--- config.mk ---
export PLATFORM = sky130hd
export DESIGN_NAME = rob_mem_requester_flat
export DESIGN_NICKNAME = d
export VERILOG_FILES = /design/src/rtl/rob_mem_requester_pkg.sv /design/src/rtl/rob_mem_requester_if.sv /design/src/rtl/rob_mem_requester_tag_ring.sv /design/src/rtl/rob_mem_requester.sv /design/src/flat_wrapper.sv
export SDC_FILE = /design/constraint.sdc
export NUM_CORES = 1
export LEC_CHECK = 0
export ABC_CLOCK_PERIOD_IN_PS = 3400
export CORE_AREA = 2 2 118 120
export DETAILED_ROUTE_END_ITERATION = 10
export DIE_AREA = 0 0 120 122
export PLACE_DENSITY = 0.86
export SYNTH_ARGS = -nofsm -noshare
export SYNTH_HDL_FRONTEND = slang
export SYNTH_SLANG_ARGS = --single-unit
--- constraint.sdc ---
create_clock -name clk -period 3.4 [get_ports clk]
set_input_delay 0.68 -clock clk [delete_from_list [all_inputs] [get_ports clk]]
set_output_delay 0.68 -clock clk [all_outputs]
set_load 0.005 [all_outputs]
--- src/rtl/rob_mem_requester_pkg.sv ---
// Shared widths and types for the ROB memory requester.
// Optional unexpected-response checking is enabled with ROB_ERR_CHECK_EN.
package rob_package;

  localparam int AWIDTH = 16;
  localparam int DWIDTH = 32;
  localparam int SWIDTH = 2;
  localparam int DEPTH  = 2 ** SWIDTH;

  typedef logic [SWIDTH-1:0] tag_t;

  typedef struct packed {
    logic              pend;
    logic              done;
    logic [DWIDTH-1:0] data;
  } rob_entry_t;

endpackage

--- src/rtl/rob_mem_requester_if.sv ---
// Request, memory and in-order delivery signals of the ROB requester.
// master is the requester's view; slave is the environment's view.
interface rob_mem_requester_if #(
  parameter int AWIDTH = rob_package::AWIDTH,
  parameter int DWIDTH = rob_package::DWIDTH,
  parameter int SWIDTH = rob_package::SWIDTH
) ();

  logic              in_val;
  logic [AWIDTH-1:0] in_addr;
  logic              in_rdy;
  logic              req_val;
  logic [AWIDTH-1:0] req_addr;
  logic [SWIDTH-1:0] req_ID;
  logic              rsp_val;
  logic [SWIDTH-1:0] rsp_ID;
  logic [DWIDTH-1:0] rsp_data;
  logic              out_val;
  logic [DWIDTH-1:0] out_data;
  logic              out_rdy;

  modport master (
    input  in_val, in_addr, rsp_val, rsp_ID, rsp_data, out_rdy,
    output in_rdy, req_val, req_addr, req_ID, out_val, out_data
  );

  modport slave (
    output in_val, in_addr, rsp_val, rsp_ID, rsp_data, out_rdy,
    input  in_rdy, req_val, req_addr, req_ID, out_val, out_data
  );

endinterface

--- src/rtl/rob_mem_requester_tag_ring.sv ---
// Head/tail/count bookkeeping for the reorder buffer tags.
// Tags wrap modulo 2**SWIDTH; count spans 0..2**SWIDTH inclusive.
module rob_tag_ring #(
  parameter int SWIDTH = rob_package::SWIDTH
) (
  input  logic              clk,
  input  logic              rst,
  input  logic              accept_i,
  input  logic              retire_i,
  output logic              in_rdy_o,
  output logic [SWIDTH:0]   occupancy_o,
  output logic [SWIDTH-1:0] alloc_tag_o,
  output logic [SWIDTH-1:0] retire_tag_o
);

  localparam logic [SWIDTH:0] FULL = {1'b1, {SWIDTH{1'b0}}};

  logic [SWIDTH-1:0] head_q, head_d;
  logic [SWIDTH-1:0] tail_q, tail_d;
  logic [SWIDTH:0]   count_q, count_d;

  // Simultaneous accept and retire leave the count unchanged.
  always_comb begin
    head_d  = head_q;
    tail_d  = tail_q;
    count_d = count_q;
    if (accept_i) tail_d = tail_q + 1'b1;
    if (retire_i) head_d = head_q + 1'b1;
    if (accept_i && !retire_i) begin
      count_d = count_q + 1'b1;
    end else if (retire_i && !accept_i) begin
      count_d = count_q - 1'b1;
    end
  end

  always_ff @(posedge clk) begin
    if (rst) begin
      head_q  <= '0;
      tail_q  <= '0;
      count_q <= '0;
    end else begin
      head_q  <= head_d;
      tail_q  <= tail_d;
      count_q <= count_d;
    end
  end

  assign in_rdy_o     = (count_q != FULL);
  assign occupancy_o  = count_q;
  assign alloc_tag_o  = tail_q;
  assign retire_tag_o = head_q;

endmodule

--- src/rtl/rob_mem_requester.sv ---
// Tags memory requests, reorders out-of-order responses, delivers data in order.
// Define ROB_ERR_CHECK_EN to flag and drop responses to idle or completed tags.
module rob_mem_requester #(
  parameter int AWIDTH = rob_package::AWIDTH,
  parameter int DWIDTH = rob_package::DWIDTH,
  parameter int SWIDTH = rob_package::SWIDTH
) (
  input  logic                clk,
  input  logic                rst,
  rob_mem_requester_if.master bus,
  output logic [SWIDTH:0]     occupancy,
  output logic                err_unexp
);

  localparam int DEPTH = 2 ** SWIDTH;

  logic              in_rdy;
  logic              accept;
  logic              retire;
  logic              rsp_wr;
  logic [SWIDTH-1:0] alloc_tag;
  logic [SWIDTH-1:0] head_tag;

  logic [DEPTH-1:0]  pend_q;
  logic [DEPTH-1:0]  done_q;
  logic [DWIDTH-1:0] data_q [DEPTH];

  logic              req_val_q;
  logic [AWIDTH-1:0] req_addr_q;
  logic [SWIDTH-1:0] req_id_q;

  rob_tag_ring #(.SWIDTH(SWIDTH)) u_ring (
    .clk          (clk),
    .rst          (rst),
    .accept_i     (accept),
    .retire_i     (retire),
    .in_rdy_o     (in_rdy),
    .occupancy_o  (occupancy),
    .alloc_tag_o  (alloc_tag),
    .retire_tag_o (head_tag)
  );

  assign accept       = bus.in_val & in_rdy;
  assign bus.out_val  = pend_q[head_tag] & done_q[head_tag];
  assign bus.out_data = data_q[head_tag];
  assign retire       = bus.out_val & bus.out_rdy;
  assign bus.in_rdy   = in_rdy;

`ifdef ROB_ERR_CHECK_EN
  logic err_q;

  assign rsp_wr = bus.rsp_val & pend_q[bus.rsp_ID] & ~done_q[bus.rsp_ID];

  always_ff @(posedge clk) begin
    if (rst) begin
      err_q <= 1'b0;
    end else if (bus.rsp_val && !rsp_wr) begin
      err_q <= 1'b1;
    end
  end

  assign err_unexp = err_q;
`else
  assign rsp_wr    = bus.rsp_val;
  assign err_unexp = 1'b0;
`endif

  always_ff @(posedge clk) begin
    if (rst) begin
      req_val_q  <= 1'b0;
      req_addr_q <= '0;
      req_id_q   <= '0;
    end else begin
      req_val_q <= accept;
      if (accept) begin
        req_addr_q <= bus.in_addr;
        req_id_q   <= alloc_tag;
      end
    end
  end

  assign bus.req_val  = req_val_q;
  assign bus.req_addr = req_addr_q;
  assign bus.req_ID   = req_id_q;

  // Full blocks an accept into the head slot, so these updates never collide.
  always_ff @(posedge clk) begin
    if (rst) begin
      pend_q <= '0;
      done_q <= '0;
    end else begin
      if (retire) begin
        pend_q[head_tag] <= 1'b0;
        done_q[head_tag] <= 1'b0;
      end
      if (accept) pend_q[alloc_tag] <= 1'b1;
      if (rsp_wr) done_q[bus.rsp_ID] <= 1'b1;
    end
  end

  always_ff @(posedge clk) begin
    if (rsp_wr) data_q[bus.rsp_ID] <= bus.rsp_data;
  end

endmodule
--- src/flat_wrapper.sv ---
// flat-port wrapper written by rule: the top's interface ports become plain ports
module rob_mem_requester_flat 
#(
  parameter int AWIDTH = rob_package::AWIDTH,
  parameter int DWIDTH = rob_package::DWIDTH,
  parameter int SWIDTH = rob_package::SWIDTH
)
  (clk, rst, occupancy, err_unexp, bus_in_val, bus_in_addr, bus_rsp_val, bus_rsp_ID, bus_rsp_data, bus_out_rdy, bus_in_rdy, bus_req_val, bus_req_addr, bus_req_ID, bus_out_val, bus_out_data);
  rob_mem_requester_if #(.AWIDTH(AWIDTH), .DWIDTH(DWIDTH), .SWIDTH(SWIDTH)) bus_i ();
  input  logic clk;
  input  logic rst;
  output logic [SWIDTH:0] occupancy;
  output logic err_unexp;
  input wire logic [$bits(bus_i.in_val)-1:0] bus_in_val;
  input wire logic [$bits(bus_i.in_addr)-1:0] bus_in_addr;
  input wire logic [$bits(bus_i.rsp_val)-1:0] bus_rsp_val;
  input wire logic [$bits(bus_i.rsp_ID)-1:0] bus_rsp_ID;
  input wire logic [$bits(bus_i.rsp_data)-1:0] bus_rsp_data;
  input wire logic [$bits(bus_i.out_rdy)-1:0] bus_out_rdy;
  output wire logic [$bits(bus_i.in_rdy)-1:0] bus_in_rdy;
  output wire logic [$bits(bus_i.req_val)-1:0] bus_req_val;
  output wire logic [$bits(bus_i.req_addr)-1:0] bus_req_addr;
  output wire logic [$bits(bus_i.req_ID)-1:0] bus_req_ID;
  output wire logic [$bits(bus_i.out_val)-1:0] bus_out_val;
  output wire logic [$bits(bus_i.out_data)-1:0] bus_out_data;
  assign bus_i.in_val = bus_in_val;
  assign bus_i.in_addr = bus_in_addr;
  assign bus_i.rsp_val = bus_rsp_val;
  assign bus_i.rsp_ID = bus_rsp_ID;
  assign bus_i.rsp_data = bus_rsp_data;
  assign bus_i.out_rdy = bus_out_rdy;
  assign bus_in_rdy = bus_i.in_rdy;
  assign bus_req_val = bus_i.req_val;
  assign bus_req_addr = bus_i.req_addr;
  assign bus_req_ID = bus_i.req_ID;
  assign bus_out_val = bus_i.out_val;
  assign bus_out_data = bus_i.out_data;
  rob_mem_requester #(.AWIDTH(AWIDTH), .DWIDTH(DWIDTH), .SWIDTH(SWIDTH)) u_core (.clk(clk), .rst(rst), .bus(bus_i), .occupancy(occupancy), .err_unexp(err_unexp));
endmodule
==> summary by stage <==
Die
The die area is 14640 um^2. The row count is 43. The width of the die is 120 um. For this design the top-level I/O count stands at 112. The height of the die is 122 um. For this configuration, the core starts out at a cell density of 0.4527. After floorplanning, the core was sized to cover 13500 um^2.

Timing
The number of max-slew violations in the final report is 0. The slew at the pin with the worst max-slew slack is 0.5588 ns. Setup violations remaining at the end of the flow were counted as 0. The count of endpoints failing hold in the final timing report is 0.

The portion of the clock cycle consumed by the worst path in the final layout is 0.8750. The final critical path time including I/O delays and setup is 2.975 ns. The maximum clock skew at final layout is 0.005191 ns. Setup repair after global routing left no endpoint under its margin. Static timing analysis puts the maximum clock frequency at 0.3361 GHz. Headroom to the max-slew limit came out at 0.6271. After routing, the total negative slack on setup checks comes to 0 ns.

Pwr
VDD sags by at most 317.6 uV. The total power of the final layout is 0.004681 W. The total net switching power is 0.001005 W. The proportion of power drawn by flip-flops and latches is 0.499. In this run the static leakage power is 2.716 nW. The net switching share of the total power is 0.2147. Of the total power, combinational logic draws 0.087.

Power spread over the standard cell area amounts to 577.8 nW/um^2. The share of total power dissipated in the clock network is 0.414. Internal power comes to 0.003676 W.

Layout
Compared with the post-synthesis result, the final layout area differs by 32.52%. The count of inserted antenna diode cells is 0. The final standard cell count with taps included and fillers excluded is 663. The layout net count is 535. The top cell types in the final layout, fill and taps aside, are 128 x edfxtp_1, 110 x clkdlybuf4s50_1, 52 x nand2_1. The combined area of the multi-input logic cells is 1429 um^2. The library cell used most frequently in the layout, excluding fill and tap cells, is edfxtp_1. For this run, the share of the core covered by cells in the final layout is 0.5999. Summing all non-filler instances in the final layout gives an area of 8102 um^2. The number of filler cells placed in the layout is 947. In the final layout, the share of cells above drive strength 1 is 0.1656.

Registers take 4567 um^2.

Logic synthesis
Each instance of the synthesized netlist takes up on average 17.62 um^2. The most used flip-flop cell after synthesis is edfxtp_1. The number of nets in the synthesized netlist is 412.

In the synthesized netlist, the number of instances is 347. Counting flops with a built-in enable in the synthesized netlist gives 128. Of the post-synthesis cell area, the dominant cell type holds 0.6287. The number of different library cells used by synthesis comes to 29. The cell type contributing the most total cell area after synthesis is edfxtp_1.

The number of register bits inferred by synthesis is 164. The post-synthesis instance area is 6113 um^2. The share of synthesized flip-flops with an asynchronous set or reset is 0. In the post-synthesis netlist, the biggest area contributors are edfxtp_1 63%, mux4_2 12%, dfxtp_1 12%. During synthesis, Yosys emitted a total of 0 warnings.

Of the synthesized area, sequential elements account for 0.7466.

Clock network
After clock tree synthesis, the clock-pin slew on the worst setup and hold paths is 0.06 ns. After clock tree synthesis, the flow added hold-fix buffers numbering 0. The insertion delay of the later-clocked pin in the worst-skew pair is 0.42 ns. The H-tree level count is 4. The post-cts sizing count is 0. The number of buffers inserted by post-CTS setup repair is 0. Clock tree synthesis found a total of 164 sinks. TritonCTS built the clock tree. Counting along the longest clock path gives a buffer depth of 2.

Counting the buffers created by CTS gives 17. In this run the clock root is driven by a clkbuf_16.

Critical path
Following the worst setup path forward leads to its endpoint at bus_out_data[16]. Along the worst path, the maximum fanout reaches 11. The worst register-to-register path has a setup slack of 0.98 ns. The peak per-stage delay on the critical path is 0.57 ns. Counting cells, the worst reg-to-reg path comes to 10. At the worst endpoint, the required time is 2.72 ns. The worst setup path is captured at an output port. The worst path arrival time is 2.30 ns. The signal on the critical path passes through buf_4, mux4_2, clkdlybuf4s50_1. On the critical path, the stage with the largest delay is an instance of dfxtp_2. The worst setup path category is reg2out. In this run the critical register-to-register path is launched from u_core.u_ring.retire_tag_o[1]. The startpoint type of the worst setup path is a register. The worst register-to-register path ends at u_core.u_ring.occupancy_o[2].

GRT
Entering global routing, the biggest net connects 34 pins. The number of global-route vias before repair is 3544. The aggregate global routing overflow is 0. The initial antenna violation count is 0.

The global router's overall resource usage is 0.1703. The first-pass GRT wire length is 18430 um.

Place
The post-DP HPWL is 7925 um. The instance area after placement is 7496 um^2. Routability-driven placement finished with a final weighted congestion of 0.7398. The count of input and output buffers is 110. The number of placed cells counting well taps is 631.

Flow run
The tool flagged a number of max-cap violations equal to 0.

Route
For this run, the detailed router's first-pass iteration total came to 5. The violation count after the first detailed-routing iteration is 326. Wires add up to 11910 um. Summing over every cut layer, the via total after detailed routing is 3353.

The residual DRC count is 0. The number of routed nets with antenna violations is 0. Dividing the detail-routed via count by the number of cells gives 5.057.

The detailed-route wire length per cell is 17.96 um.

Hold path
The worst min-delay path category is reg2reg. The cell count of the worst hold path is 2.

Outcome
The flow ran to the end, and the final reports show no timing, DRC or antenna violations.
## stage by stage
step | setup WS [ns] | hold WS, ns
after floorplan | 0.8576 | 0.4500
after global placement | 0.7279 | 0.4418
after detailed placement | 0.6257 | 0.4510
after CTS | 0.3448 | 0.4637
after global routing | 0.2730 | 0.4841
final | 0.4249 | 0.4643
## how the worst min path moves through the flow
| stage | startpoint | endpoint | slack [ns] |
|---|---|---|---|
| finish | u_core.bus.req_ID[0] | u_core.bus.req_ID[0] | 0.46 |
| global route | u_core.bus.req_addr[1] | u_core.bus.req_addr[1] | 0.48 |
| floorplan | u_core.bus.req_ID[0] | u_core.bus.req_ID[0] | 0.45 |
| detailed placement | u_core.bus.req_addr[14] | u_core.bus.req_addr[14] | 0.45 |
| global placement | u_core.bus.req_addr[8] | u_core.bus.req_addr[8] | 0.44 |
| CTS | u_core.bus.req_addr[14] | u_core.bus.req_addr[14] | 0.46 |
## critical path, delay by kind of cell (launching register included)
kind	cells	cell delay, ns
buffers and inverters	2	0.77
DFF	1	0.57
muxes	1	0.53
## power by group through the flow
| stage | combinational, W | clock [W] | sequential, W |
|---|---|---|---|
| finish | 0.000408 | 0.00194 | 0.00234 |
| floorplan | 0.000172 | 0 | 0.00237 |
| CTS | 0.000415 | 0.00198 | 0.00234 |
| detailed placement | 0.000411 | 0 | 0.00238 |
| global placement | 0.000394 | 0 | 0.00237 |
| global route | 0.000448 | 0.00205 | 0.00235 |
## metal layers
layer  up-vias  global-route usage  share of wire
met5         -                   0              0
met1      1663              0.1985           0.41
met3        13             0.05478          0.060
met4         0             0.06691          0.015
li1       1564                   -              -
met2       113              0.2937           0.52
## cell families (layout without fill, tap and decap cells)
| kind of cell | count (synthesis) | in the layout | share of synthesized area |
|---|---|---|---|
| buffers and inverters | 28 | 164 | 0.02292 |
| muxes | 34 | 34 | 0.1232 |
| and+or+nand+nor | 65 | 65 | 0.04380 |
| xor gates and xnor gates | 3 | 3 | 0.004299 |
| DFF | 164 | 164 | 0.7466 |
| other | 1 | 1 | 0.0006134 |
| adders and majority gates | 10 | 10 | 0.02170 |
| AOI/OAI and AO/OA | 42 | 42 | 0.03684 |
## flip-flops by register name, indices dropped and copies added, names as in the netlist, named ones only
name	flops
u_core.bus.req_ID	2
u_core.bus.req_addr	16
u_core.bus.req_val	1
u_core.data_q	128
u_core.done_q	4
u_core.pend_q	4
u_core.u_ring.alloc_tag_o	2
u_core.u_ring.occupancy_o	3
u_core.u_ring.retire_tag_o	2
## final cells by class
class,count,share of cell area
inverter,11,0.005097
timing repair buffer,121,0.1523
tap,180,0.02780
clock inverter,15,0.02224
sequential,164,0.5637
multi-input combinational,155,0.1764
clock buffer,17,0.05251
## synthesized netlist by cell type (5+ instances only)
cell type and n:
ha_1 9, nand2_1 52, buf_2 5, nor2_1 6, edfxtp_1 128, mux4_2 33
inv_1 9, clkbuf_1 7, o21ai_0 7, dfxtp_1 36, o21a_1 6, a21oi_1 28
Note: power is estimated with default switching activity, not from simulation.
